## src/rtl/fetch_queue_if.sv

```systemverilog
// Bundle of the fetch_queue handshake signals: redirect input, instruction memory port, decode port.
// master is the fetch_queue side, slave is the environment (execute, memory, decode).
interface fetch_queue_if #(
  parameter int DEPTH  = 4,
  parameter int ADDR_W = 12,
  parameter int DATA_W = 64
);
  localparam int CNT_W = $clog2(DEPTH) + 1;

  logic              redirect_valid;
  logic [ADDR_W-1:0] redirect_pc;
  logic              mem_req;
  logic [ADDR_W-1:0] mem_addr;
  logic [DATA_W-1:0] mem_rdata;
  logic              out_valid;
  logic [DATA_W-1:0] out_bundle;
  logic [ADDR_W-1:0] out_pc;
  logic              out_ready;
  logic [CNT_W-1:0]  fill_level;

  modport master (
    input  redirect_valid, redirect_pc, mem_rdata, out_ready,
    output mem_req, mem_addr, out_valid, out_bundle, out_pc, fill_level
  );

  modport slave (
    output redirect_valid, redirect_pc, mem_rdata, out_ready,
    input  mem_req, mem_addr, out_valid, out_bundle, out_pc, fill_level
  );
endinterface

```

## src/rtl/fetch_queue.sv

```systemverilog
// Instruction prefetch buffer: sequential fetch into a small {bundle, pc} FIFO,
// credit-based request issue, and flush-and-restart on redirect.
module fetch_queue #(
  parameter int DEPTH  = 4,
  parameter int ADDR_W = 12,
  parameter int DATA_W = 64
) (
  input  logic          clk,
  input  logic          rst_n,
  fetch_queue_if.master bus
);
  localparam int PTR_W = $clog2(DEPTH);
  localparam int CNT_W = PTR_W + 1;

  logic [ADDR_W-1:0] r_fetch_pc;
  logic [ADDR_W-1:0] r_inflight_pc;
  logic              r_inflight;
  logic [PTR_W-1:0]  r_rd_ptr;
  logic [PTR_W-1:0]  r_wr_ptr;
  logic [CNT_W-1:0]  r_count;
  logic [DATA_W-1:0] r_bundle [DEPTH];
  logic [ADDR_W-1:0] r_pc     [DEPTH];

  logic              w_pop;
  logic              w_push;
  logic              w_req;
  logic              w_valid;
  logic [CNT_W:0]    w_credit;

  assign w_valid = (r_count != '0);
  assign w_pop   = w_valid && bus.out_ready;
  assign w_push  = r_inflight && !bus.redirect_valid;

  // Occupancy after this cycle's pop, with the in-flight response already reserved.
  assign w_credit = {1'b0, r_count} - (CNT_W+1)'(w_pop) + (CNT_W+1)'(r_inflight);
  assign w_req    = rst_n && !bus.redirect_valid && (w_credit < (CNT_W+1)'(DEPTH));

  always_ff @(posedge clk or negedge rst_n) begin
    if (!rst_n) begin
      r_fetch_pc    <= '0;
      r_inflight_pc <= '0;
      r_inflight    <= 1'b0;
      r_rd_ptr      <= '0;
      r_wr_ptr      <= '0;
      r_count       <= '0;
    end else begin
      r_inflight    <= w_req;
      r_inflight_pc <= r_fetch_pc;
      if (bus.redirect_valid) begin
        r_fetch_pc <= bus.redirect_pc;
        r_rd_ptr   <= r_wr_ptr;
        r_count    <= '0;
      end else begin
        if (w_req) begin
          r_fetch_pc <= r_fetch_pc + ADDR_W'(2);
        end
        if (w_pop) begin
          r_rd_ptr <= r_rd_ptr + PTR_W'(1);
        end
        if (w_push) begin
          r_wr_ptr <= r_wr_ptr + PTR_W'(1);
        end
        r_count <= r_count + CNT_W'(w_push) - CNT_W'(w_pop);
      end
    end
  end

  // Storage needs no reset: the head is masked by out_valid until written.
  always_ff @(posedge clk) begin
    if (w_push) begin
      r_bundle[r_wr_ptr] <= bus.mem_rdata;
      r_pc[r_wr_ptr]     <= r_inflight_pc;
    end
  end

  assign bus.mem_req    = w_req;
  assign bus.mem_addr   = r_fetch_pc;
  assign bus.out_valid  = w_valid;
  assign bus.out_bundle = w_valid ? r_bundle[r_rd_ptr] : '0;
  assign bus.out_pc     = w_valid ? r_pc[r_rd_ptr] : '0;
  assign bus.fill_level = r_count;
endmodule

```

## src/flat_wrapper.sv

```systemverilog
// flat-port wrapper written by rule: the top's interface ports become plain ports
module fetch_queue_flat 
#(
  parameter int DEPTH  = 4,
  parameter int ADDR_W = 12,
  parameter int DATA_W = 64
)
  (clk, rst_n, bus_redirect_valid, bus_redirect_pc, bus_mem_rdata, bus_out_ready, bus_mem_req, bus_mem_addr, bus_out_valid, bus_out_bundle, bus_out_pc, bus_fill_level);
  fetch_queue_if #(.DEPTH(DEPTH), .ADDR_W(ADDR_W), .DATA_W(DATA_W)) bus_i ();
  input  logic clk;
  input  logic rst_n;
  input wire logic [$bits(bus_i.redirect_valid)-1:0] bus_redirect_valid;
  input wire logic [$bits(bus_i.redirect_pc)-1:0] bus_redirect_pc;
  input wire logic [$bits(bus_i.mem_rdata)-1:0] bus_mem_rdata;
  input wire logic [$bits(bus_i.out_ready)-1:0] bus_out_ready;
  output wire logic [$bits(bus_i.mem_req)-1:0] bus_mem_req;
  output wire logic [$bits(bus_i.mem_addr)-1:0] bus_mem_addr;
  output wire logic [$bits(bus_i.out_valid)-1:0] bus_out_valid;
  output wire logic [$bits(bus_i.out_bundle)-1:0] bus_out_bundle;
  output wire logic [$bits(bus_i.out_pc)-1:0] bus_out_pc;
  output wire logic [$bits(bus_i.fill_level)-1:0] bus_fill_level;
  assign bus_i.redirect_valid = bus_redirect_valid;
  assign bus_i.redirect_pc = bus_redirect_pc;
  assign bus_i.mem_rdata = bus_mem_rdata;
  assign bus_i.out_ready = bus_out_ready;
  assign bus_mem_req = bus_i.mem_req;
  assign bus_mem_addr = bus_i.mem_addr;
  assign bus_out_valid = bus_i.out_valid;
  assign bus_out_bundle = bus_i.out_bundle;
  assign bus_out_pc = bus_i.out_pc;
  assign bus_fill_level = bus_i.fill_level;
  fetch_queue #(.DEPTH(DEPTH), .ADDR_W(ADDR_W), .DATA_W(DATA_W)) u_core (.clk(clk), .rst_n(rst_n), .bus(bus_i));
endmodule
```

## config.mk

```make
export PLATFORM = sky130hd
export DESIGN_NAME = fetch_queue_flat
export DESIGN_NICKNAME = d
export VERILOG_FILES = /design/src/rtl/fetch_queue_if.sv /design/src/rtl/fetch_queue.sv /design/src/flat_wrapper.sv
export SDC_FILE = /design/constraint.sdc
export NUM_CORES = 1
export LEC_CHECK = 0
export BUFFER_PORTS_ARGS = -buffer_cell sky130_fd_sc_hd__buf_2
export CORE_MARGIN = 2
export CORE_UTILIZATION = 45
export DETAILED_ROUTE_END_ITERATION = 10
export HOLD_SLACK_MARGIN = 0.05
export PLACE_DENSITY = 0.72
export SYNTH_ARGS = -nofsm -noshare
export SYNTH_HDL_FRONTEND = slang
export SYNTH_SLANG_ARGS = --single-unit
```

## constraint.sdc

```tcl
create_clock -name clk -period 3.8 [get_ports clk]
set_input_delay 0.38 -clock clk [delete_from_list [all_inputs] [get_ports clk]]
set_output_delay 0.38 -clock clk [all_outputs]
set_load 0.05 [all_outputs]
```

==> results.cfg, run 1 <==
[yosys]
syn_area_per_cell_sq_um = 20.7
synth_top_area_frac = 0.705
synth_nets = 718
yosys-top-cells-area = edfxtp_1 (70%), mux4_2 (13%), dfrtp_1 (6.2%)
ys_types = 32
synth_seq_cells = 336
synth.most_common_cell = edfxtp_1
ys_seq_area_frac = 0.766
synthCells = 627
yosysWarnings = 0
synth_edf_count = 304
synth_largest_area_cell = edfxtp_1
syn_area_sq_um = 13000
synthTopCellsByCount = edfxtp_1 (304), and2_1 (81), mux4_2 (76), dfrtp_1 (32), clkbuf_1 (20)
synthArstFlopShare = 0.0952
synth_flop_cell = edfxtp_1

[place]
placed_cell_area_sq_um = 14300
numPortBuffers = 172
gp_congestion = 0.799
dpl.hpwl_um = 13700

[pwr]
p_leak_nw = 5.45
powerDensity_nw_per_um2 = 787
irDropWorstVdd_mv = 0.761
finalPower_mw = 12.2

[floorplanning]
die_h_um = 174
die_width_um = 174
ios = 173
num_rows = 62
start_util = 0.454
die_area_sq_um = 30200
core_sq_um = 28500

[sta]
rsz0062_at_grt = false
worst_pin_slew_ns = 0.785
min_period_over_period = 0.929
slew-limit-headroom = 0.477
tns_ns = 0
hold_viol = 0
skew_ns = 0.0157
setup_viol = 0
fin_worst_hold_slack_ns = 0.0875
drv_slew = 0
fmax_mhz = 283
min_period_ns = 3.53

[grt]
antenna_found_initial = 1
track_usage = 0.159
grt_pass1_wl_um = 37500
grt_max_degree = 78
grt_overflow_total = 0
grt_pass1_vias = 6832

[drt]
viasPerCell = 5.20
drc = 0
route.met3.wl_um = 1310
wl_met1_um = 10000
wl_per_cell_um = 19.2
drt_iter0_drc = 450
antenna_left = 0
drt_pre_antenna_iters = 5
routed.top_layer = met4
met2_length_um = 11800
wl_um = 23600
vias = 6386

[finish]
fill_cells = 2260
regArea_sq_um = 9940
layout-area-overhead-vs-synth_pct = 19.6
drive_gt1_frac = 0.380
finish.instance_area_sq_um = 15500
multi_input_area_sq_um = 2880
nets = 909

[cts]
postCtsSetupBuffers = 0
cts_tree = built
cts.reportedPaths.clkPinSlew_ns = 0.06
cts_inserted_buffers = 36
clock-sinks = 336
cts.root.buffer_cell = clkbuf_16
clockBufferDepth = 3
insertion_delay_ns = 0.50
h-tree-depth = 2

[hold_path]
min_path_cells = 1
min_to = u_core.r_bundle[0][11]$_DFFE_PP_
min_path_type = input pin to flop
hp-start = bus_mem_rdata[11]

[setup_path]
critPathLaunchType = flop
endpoint_kind = output port
critPathRequiredTime_ns = 3.42
crit_fanout = 8
ff2ff_path_depth = 10
r2r-start = u_core.bus.fill_level[2]$_DFF_PN0_
arrival_ns = 3.15
r2r_slack_ns = 0.76
path_class = flop to output port
reg2reg_to = u_core.bus.mem_addr[7]$_DFFE_PN0P_

[run_status]
status = finished clean

[flow_run]
drv_cap = 0
[layout make-up]
type	instances	area share
well taps	384	0.0310
repair buffers	182	0.0656
clock inverters	16	0.00783
flip-flops and latches	336	0.641
inverters	10	0.00242
clock buffers	46	0.0660
diodes	1	0.000161
multi-input cells	252	0.186
[sequential cells by signal, summed over array words and instances, names as in the netlist]
| signal | cells |
|---|---|
| u_core.r_inflight_pc | 12 |
| u_core.r_rd_ptr | 2 |
| u_core.r_pc | 48 |
| u_core.r_wr_ptr | 2 |
| u_core.bus.mem_addr | 12 |
| u_core.r_inflight | 1 |
| u_core.r_bundle | 256 |
| u_core.bus.fill_level | 3 |
[critical path: stages, from the launching register on]
cell	delay [ns]
dfrtp_1	0.45
or3_2	0.44
and2_1	0.20
ha_1	0.18
inv_1	0.09
ha_1	0.13
nand3b_1	0.18
a2111oi_1	0.44
a31oi_1	0.15
nor2_1	0.19
buf_4	0.22
[per-stage QoR]
stage / instances / utilization / worst slack (ns)
2_1_floorplan: 627 / - / 0.385
3_3_place_gp: 1163 / 0.502 / 0.774
3_5_place_dp: 1163 / 0.502 / 0.664
4_1_cts: 1226 / 0.543 / 0.151
5_1_grt: 1227 / 0.543 / 0.0154
6_report: 1227 / 0.543 / 0.268
[worst max-delay path by stage]
stage | startpoint | endpoint | slack, ns | cells past startpoint
after detailed placement | u_core.bus.fill_level[2]$_DFF_PN0_ | bus_mem_req | 0.66 | 10
after CTS | u_core.bus.fill_level[2]$_DFF_PN0_ | bus_mem_req | 0.15 | 10
after global routing | u_core.bus.fill_level[2]$_DFF_PN0_ | bus_mem_req | 0.02 | 10
after global placement | u_core.bus.fill_level[2]$_DFF_PN0_ | bus_mem_req | 0.77 | 10
final | u_core.bus.fill_level[2]$_DFF_PN0_ | bus_mem_req | 0.27 | 10
after floorplan | u_core.bus.fill_level[0]$_DFF_PN0_ | bus_mem_req | 0.39 | 9
[kinds of logic (layout without fill, tap and decap cells)]
logic type / Yosys count / count (layout) / synth area share
other: 0 / 1 / 0
AND/OR/NAND/NOR: 126 / 126 / 0.0568
flip-flops: 336 / 336 / 0.766
multiplexers: 78 / 78 / 0.134
AO/OA/AOI/OAI: 30 / 30 / 0.0149
buffers and inverters: 39 / 254 / 0.0123
XOR/XNOR: 7 / 7 / 0.00473
adder cells (fa/ha/maj): 11 / 11 / 0.0112
[power breakdown]
group	switching [mW]	leakage [nW]	internal [mW]
clock network	1.33	0.554	1.97
logic	2.93	1.79	1.46
registers	0.204	3.11	4.30
total	4.46	5.45	7.73
[what timing repair did]
item                       CTS  global route
hold buffers                 1             0
gates resized for setup      0             3
hold endpoints to repair    14             0
setup endpoints to repair    0             1
[routing by layer]
layer / global-route usage / vias up
li1: - / 2884
met5: 0 / -
met2: 0.268 / 186
met4: 0.0431 / 0
met3: 0.0362 / 32
met1: 0.210 / 3284
[placed cells by master, fill, tap and decap left out, drive strengths merged, types with 2 or more instances in the layout]
cell      instances
edfxtp          304
buf             181
and2             81
mux4             76
clkbuf           46
dfrtp            32
o21ai            14
nor2             12
clkinv           12
a31oi            10
nand2            10
ha               10
inv              10
or3               9
xnor2             4
nand3             4
nor2b             3
xor2              3
clkinvlp          3
and3              3
a2111oi           3
or3b              2
(Power assumes the default switching activity.)
==> run 2: changes to the inputs <==
ABC_AREA = 1   (was unset)
==> run 2 against run 1 <==
  * Power up 12%
  * Setup slack improved by 0.36 ns
  * Non-clock buffer count up 8
  * Area after synthesis is 3.9% higher
  * Critical endpoint unchanged
  * Final cell count is 37% higher
==> results.cfg, run 2 <==
[run_status]
status = finished clean

[setup_path]
r2r_slack_ns = 1.33
reg2reg_to = u_core.bus.mem_addr[7]$_DFFE_PN0P_
ff2ff_path_depth = 17
startpoint = u_core.bus.fill_level[1]$_DFF_PN0_
crit_fanout = 13
r2r-start = u_core.bus.fill_level[1]$_DFF_PN0_
endpoint_kind = output port
setup.worst_path.end = bus_mem_req
critPathLaunchType = flop
arrival_ns = 2.79
critPathRequiredTime_ns = 3.42
path_class = flop to output port

[cts]
h-tree-depth = 2
post_cts.resized_instances = 0
postCtsSetupBuffers = 0
clockBufferDepth = 3
cts_inserted_buffers = 35
cts.root.buffer_cell = clkbuf_16
insertion_delay_ns = 0.51
cts.reportedPaths.clkPinSlew_ns = 0.06
clock-sinks = 336
cts_tree = built

[grt]
grt_pass1_wl_um = 44300
track_usage = 0.182
grt_max_degree = 155
antenna_found_initial = 2
grt_pass1_vias = 8529
grt_overflow_total = 0

[drt]
antenna_left = 0
drc = 0
vias = 8639
drt_pre_antenna_iters = 5
wl_um = 28700
drt_iter0_drc = 657
wl_per_cell_um = 17.0
viasPerCell = 5.12

[pwr]
finalPower_mw = 13.6
powerDensity_nw_per_um2 = 862
p_clk_frac = 0.237
pwr-share-comb = 0.421
p_int_mw = 7.60
p_leak_nw = 5.88
pwr-share-seq = 0.342
p_sw_mw = 6.00
irDropWorstVdd_mv = 0.521
swShare = 0.441

[finish]
fill_cells = 2474
drive_gt1_frac = 0.199
largest_reg_flops = 256
layout-area-overhead-vs-synth_pct = 17.2
layout_common_cells = nor2_1 (314), edfxtp_1 (304), buf_2 (172), o21ai_0 (98), a21oi_1 (70)
final_common_cell = nor2_1
reg_top3 = u_core.r_bundle x256, u_core.r_pc x48
top_register = u_core.r_bundle
nets = 1361

[floorplanning]
num_rows = 63
ios = 173
start_util = 0.456
die_h_um = 177
die_width_um = 177
die_area_sq_um = 31300
core_sq_um = 29600

[place]
gp_congestion = 0.794
numPortBuffers = 172
dpl.hpwl_um = 16100

[flow_run]
drv_cap = 0

[sta]
fmax_mhz = 316
slew-limit-headroom = 0.529
rsz0062_at_grt = false
min_period_over_period = 0.834
worst_pin_slew_ns = 0.707
skew_ns = 0.0151
tns_ns = 0
drv_slew = 0
hold_viol = 0
min_period_ns = 3.17
setup_viol = 0

[yosys]
synth_flop_cell = edfxtp_1
synth_nets = 1199
synthCells = 1108
yosysWarnings = 0
synthTopCellsByCount = nor2_1 (318), edfxtp_1 (304), o21ai_0 (98), a21oi_1 (70), nand2_1 (69)
synth_edf_count = 304
ys_seq_area_frac = 0.737
syn_area_per_cell_sq_um = 12.2
synth_top_area_frac = 0.678
ys_types = 25
synthArstFlopShare = 0.0952
syn_area_sq_um = 13500
synth.most_common_cell = nor2_1
synth_largest_area_cell = edfxtp_1
synth_seq_cells = 336
yosys-top-cells-area = edfxtp_1 (68%), nor2_1 (8.9%), dfrtp_1 (5.9%)

[hold_path]
min_path_type = input pin to flop
[run 2: area by class of cell]
cell class	count	area [sq um]	share of cell area
inverter	30	116	0.00737
sequential	336	9940	0.630
tap	390	488	0.0309
clock inverter	13	128	0.00809
timing repair buffer	190	1050	0.0664
antenna	1	2.50	0.000159
clock buffer	49	970	0.0614
multi-input combinational	677	3090	0.196
[run 2: worst max-delay path, stage by stage, from the launching register on]
cell     delay, ns
dfrtp_1       0.40
inv_1         0.15
nand3_1       0.17
nand2_1       0.10
inv_1         0.05
ha_1          0.16
inv_1         0.09
ha_1          0.25
inv_1         0.06
nor2_1        0.03
nand2_1       0.07
nand2_1       0.05
nand2_1       0.05
nand2_1       0.05
inv_1         0.06
nand2_2       0.15
inv_1         0.12
buf_2         0.27
[run 2: repair_timing]
item,CTS,global route
endpoints found under the setup margin,0,0
hold endpoints to repair,32,0
hold buffers,1,0
[run 2: layer usage]
| metal | wire, um | vias to the layer above | GRT usage |
|---|---|---|---|
| met4 | 636 | 2 | 0.0644 |
| met3 | 1470 | 46 | 0.0363 |
| met2 | 14500 | 212 | 0.316 |
| met1 | 12100 | 4196 | 0.228 |
| li1 | - | 4183 | - |
| met5 | 13 | - | 0 |
[run 2: cell families (layout without fill, tap and decap cells)]
| logic type | Yosys count | count (layout) | share of synthesized area |
|---|---|---|---|
| compound gates | 239 | 239 | 0.0918 |
| xor+xnor | 6 | 6 | 0.00390 |
| fa+ha+maj | 11 | 11 | 0.0108 |
| buf+inv | 95 | 282 | 0.0353 |
| flops | 336 | 336 | 0.737 |
| other cells | 0 | 1 | 0 |
| simple gates | 421 | 421 | 0.121 |
[run 2: worst min path at each step]
stage	start	to	slack, ns	cells past startpoint
final	bus_redirect_pc[0]	u_core.bus.mem_addr[0]$_DFFE_PN0P_	0.08	3
after global routing	bus_mem_rdata[57]	u_core.r_bundle[0][57]$_DFFE_PP_	0.07	1
after CTS	bus_mem_rdata[57]	u_core.r_bundle[3][57]$_DFFE_PP_	0.06	1
after detailed placement	u_core.bus.mem_addr[0]$_DFFE_PN0P_	u_core.r_inflight_pc[0]$_DFF_PN0_	0.41	0
after global placement	u_core.bus.mem_addr[0]$_DFFE_PN0P_	u_core.r_inflight_pc[0]$_DFF_PN0_	0.41	0
after floorplan	rst_n	u_core.bus.fill_level[0]$_DFF_PN0_	0.08	0
[run 2: metrics by stage]
step / utilization / std cells / area, sq um / hold slack, ns / setup slack (ns)
finish: 0.534 / 1686 / 15800 / 0.0777 / 0.631
global route: 0.534 / 1686 / 15800 / 0.0664 / 0.335
CTS: 0.534 / 1685 / 15800 / 0.0559 / 0.580
detailed placement: 0.496 / 1622 / 14700 / 0.408 / 1.14
global placement: 0.496 / 1622 / 14700 / 0.405 / 1.22
floorplan: - / 1108 / 13500 / 0.0844 / -0.636
[run 2: power groups by stage]
stage | clock network (mW) | registers (mW) | logic, mW
floorplan | 0 | 4.78 | 4.30
global placement | 0 | 4.71 | 5.70
detailed placement | 0 | 4.73 | 5.77
CTS | 3.29 | 4.65 | 5.79
global route | 3.45 | 4.68 | 6.18
finish | 3.23 | 4.65 | 5.73
==> run 3: changes to the inputs <==
PLACE_DENSITY = 0.74   (was 0.72)
clock period = 2.9 ns   (was 3.8 ns; I/O delays follow)
==> run 3 against run 2 <==
  * Sequential share of layout area fell by 3.6 points
  * Power up 35%
  * Largest power group unchanged
  * Via count is 4.0% higher
  * Routed wire length grew 0.12%
==> results.cfg, run 3 (synthesis gave the netlist of run 2 again) <==
[run_status]
status = finished clean

[setup_path]
r2r_slack_ns = 0.57
critPathRequiredTime_ns = 2.61
path_cells = inv_2 > buf_4 > nor2_1 > o21ai_1 > a21oi_1 > buf_2
critical_path_depth = 6
critPathLaunchType = flop
arrival_ns = 2.42
startpoint = u_core.r_rd_ptr[1]$_DFFE_PN0P_
critPathTopFamily = buffers and inverters
path_class = flop to output port
endpoint_kind = output port
cp_slowest_cell = dfrtp_4
reg2reg_to = u_core.bus.mem_addr[1]$_DFFE_PN0P_
crit_fanout = 20
cpPeakStageDelay_ns = 0.60
ff2ff_path_depth = 19
setup.worst_path.end = bus_out_bundle[15]
critPathBufInv = 3
r2r-start = u_core.bus.fill_level[2]$_DFF_PN0_

[finish]
largest_reg_flops = 256
final_common_cell = nor2_1
reg_top3 = u_core.r_bundle x256, u_core.r_pc x48
nets = 1434
layout.cells.non_filler = 1760
drive_gt1_frac = 0.206
antenna-diode-count = 0
layout-area-overhead-vs-synth_pct = 24.3
top_register = u_core.r_bundle
layout_common_cells = nor2_1 (314), edfxtp_1 (304), buf_2 (165), o21ai_0 (98), a21oi_1 (70)

[pwr]
irDropWorstVdd_mv = 0.653
p_leak_nw = 6.25
finalPower_mw = 18.4
powerDensity_nw_per_um2 = 1100

[grt]
grt_pass1_wl_um = 45000
grt_overflow_total = 0
grt_pass1_vias = 8928
track_usage = 0.182
grt_max_degree = 79
antenna_found_initial = 0

[cts]
h-tree-depth = 2
cts.root.buffer_cell = clkbuf_16
cts_inserted_buffers = 36
cts_tree = built
cts.reportedPaths.clkPinSlew_ns = 0.05
clock-sinks = 336
insertion_delay_ns = 0.51
clockBufferDepth = 3

[place]
gp_congestion = 0.822
numPortBuffers = 172
dpl.hpwl_um = 15500
dp_cells = 1624

[floorplanning]
ios = 173
num_rows = 63
start_util = 0.456
core_sq_um = 29600
die_h_um = 177
die_area_sq_um = 31300
die_width_um = 177

[sta]
worst_pin_slew_ns = 0.520
skew_ns = 0.0175
min_period_over_period = 0.934
setup_viol = 0
hold_viol = 0
min_period_ns = 2.71
fmax_mhz = 369
drv_slew = 0
rsz0062_at_grt = false
slew-limit-headroom = 0.654

[drt]
wl_per_cell_um = 16.3
drt_pre_antenna_iters = 7
drc = 0
vias = 8988
viasPerCell = 5.11
wl_um = 28800
antenna_left = 0
drt_iter0_drc = 672

[hold_path]
min_path_type = input pin to flop

[flow_run]
drv_cap = 0
run 3: changes by cell type in the layout (fill, tap and decap cells not counted), sizes merged:
cell	previous run	this run
dlygate4sd3	1	66
buf	189	196
clkbuf	49	43
clkinv	9	14
inv	30	34
bufinv	2	1
clkinvlp	2	3
diode	1	0
run 3: routing by layer:
layer,wire length (um),GRT usage
met1,11600,0.224
met2,14600,0.322
met3,1820,0.0378
met4,694,0.0596
met5,0,0
run 3: how the worst min path moves through the flow:
| stage | depth (start not counted) | start | end | slack, ns |
|---|---|---|---|---|
| 4_1_cts | 5 | bus_redirect_pc[8] | u_core.bus.mem_addr[8]$_DFFE_PN0P_ | 0.05 |
| 5_1_grt | 5 | bus_redirect_pc[9] | u_core.bus.mem_addr[9]$_DFFE_PN0P_ | 0.08 |
| 2_1_floorplan | 0 | rst_n | u_core.bus.fill_level[0]$_DFF_PN0_ | -0.006 |
| 3_3_place_gp | 2 | rst_n | u_core.bus.fill_level[2]$_DFF_PN0_ | 0.34 |
| 6_report | 5 | bus_redirect_pc[8] | u_core.bus.mem_addr[8]$_DFFE_PN0P_ | 0.07 |
| 3_5_place_dp | 2 | rst_n | u_core.bus.fill_level[2]$_DFF_PN0_ | 0.35 |
run 3: final cells by class:
class / count / area [sq um]
Clock buffer: 43 / 991
Clock inverter: 22 / 148
Fill cell: 2300 / 12800
Inverter: 30 / 124
Multi-Input combinational cell: 677 / 3130
Sequential cell: 336 / 9940
Tap cell: 390 / 488
Timing Repair Buffer: 262 / 1930
run 3: worst reg2reg max path, stage by stage, from the launching register on:
cell and delay (ns):
dfrtp_1 0.38, inv_2 0.07, nand3_4 0.11, nand2_1 0.07, inv_2 0.06, ha_2 0.16, inv_2 0.06, ha_4 0.26
inv_1 0.04, nor2_1 0.07, nand2_1 0.07, nand2_1 0.05, nand2_1 0.04, nand2_1 0.05, inv_1 0.06, nand2_4 0.07
buf_4 0.17, nand2_1 0.24, nand2_1 0.13, nand2_1 0.06
run 3: where the power goes:
group          switching (mW)  internal, mW
sequential              0.322          5.73
clock                    1.80          2.54
combinational            5.92          2.11
run 3: through the flow:
stage | setup WS, ns | hold WS, ns | area (sq um) | util | TNS [ns]
after floorplan | -0.270 | -0.00559 | 13500 | - | -81.99
after global placement | 0.412 | 0.344 | 14900 | 0.503 | 0
after detailed placement | 0.333 | 0.353 | 14900 | 0.503 | 0
after CTS | 0.0674 | 0.0532 | 16700 | 0.564 | 0
after global routing | 0.00107 | 0.0799 | 16700 | 0.566 | 0
final | 0.191 | 0.0749 | 16700 | 0.566 | 0
run 3: repair_timing:
action / CTS / global route
gates resized for setup: 5 / 9
setup buffers: 1 / 4
endpoints found under the setup margin: 1 / 11
hold endpoints to repair: 289 / 0
hold buffers: 66 / 0
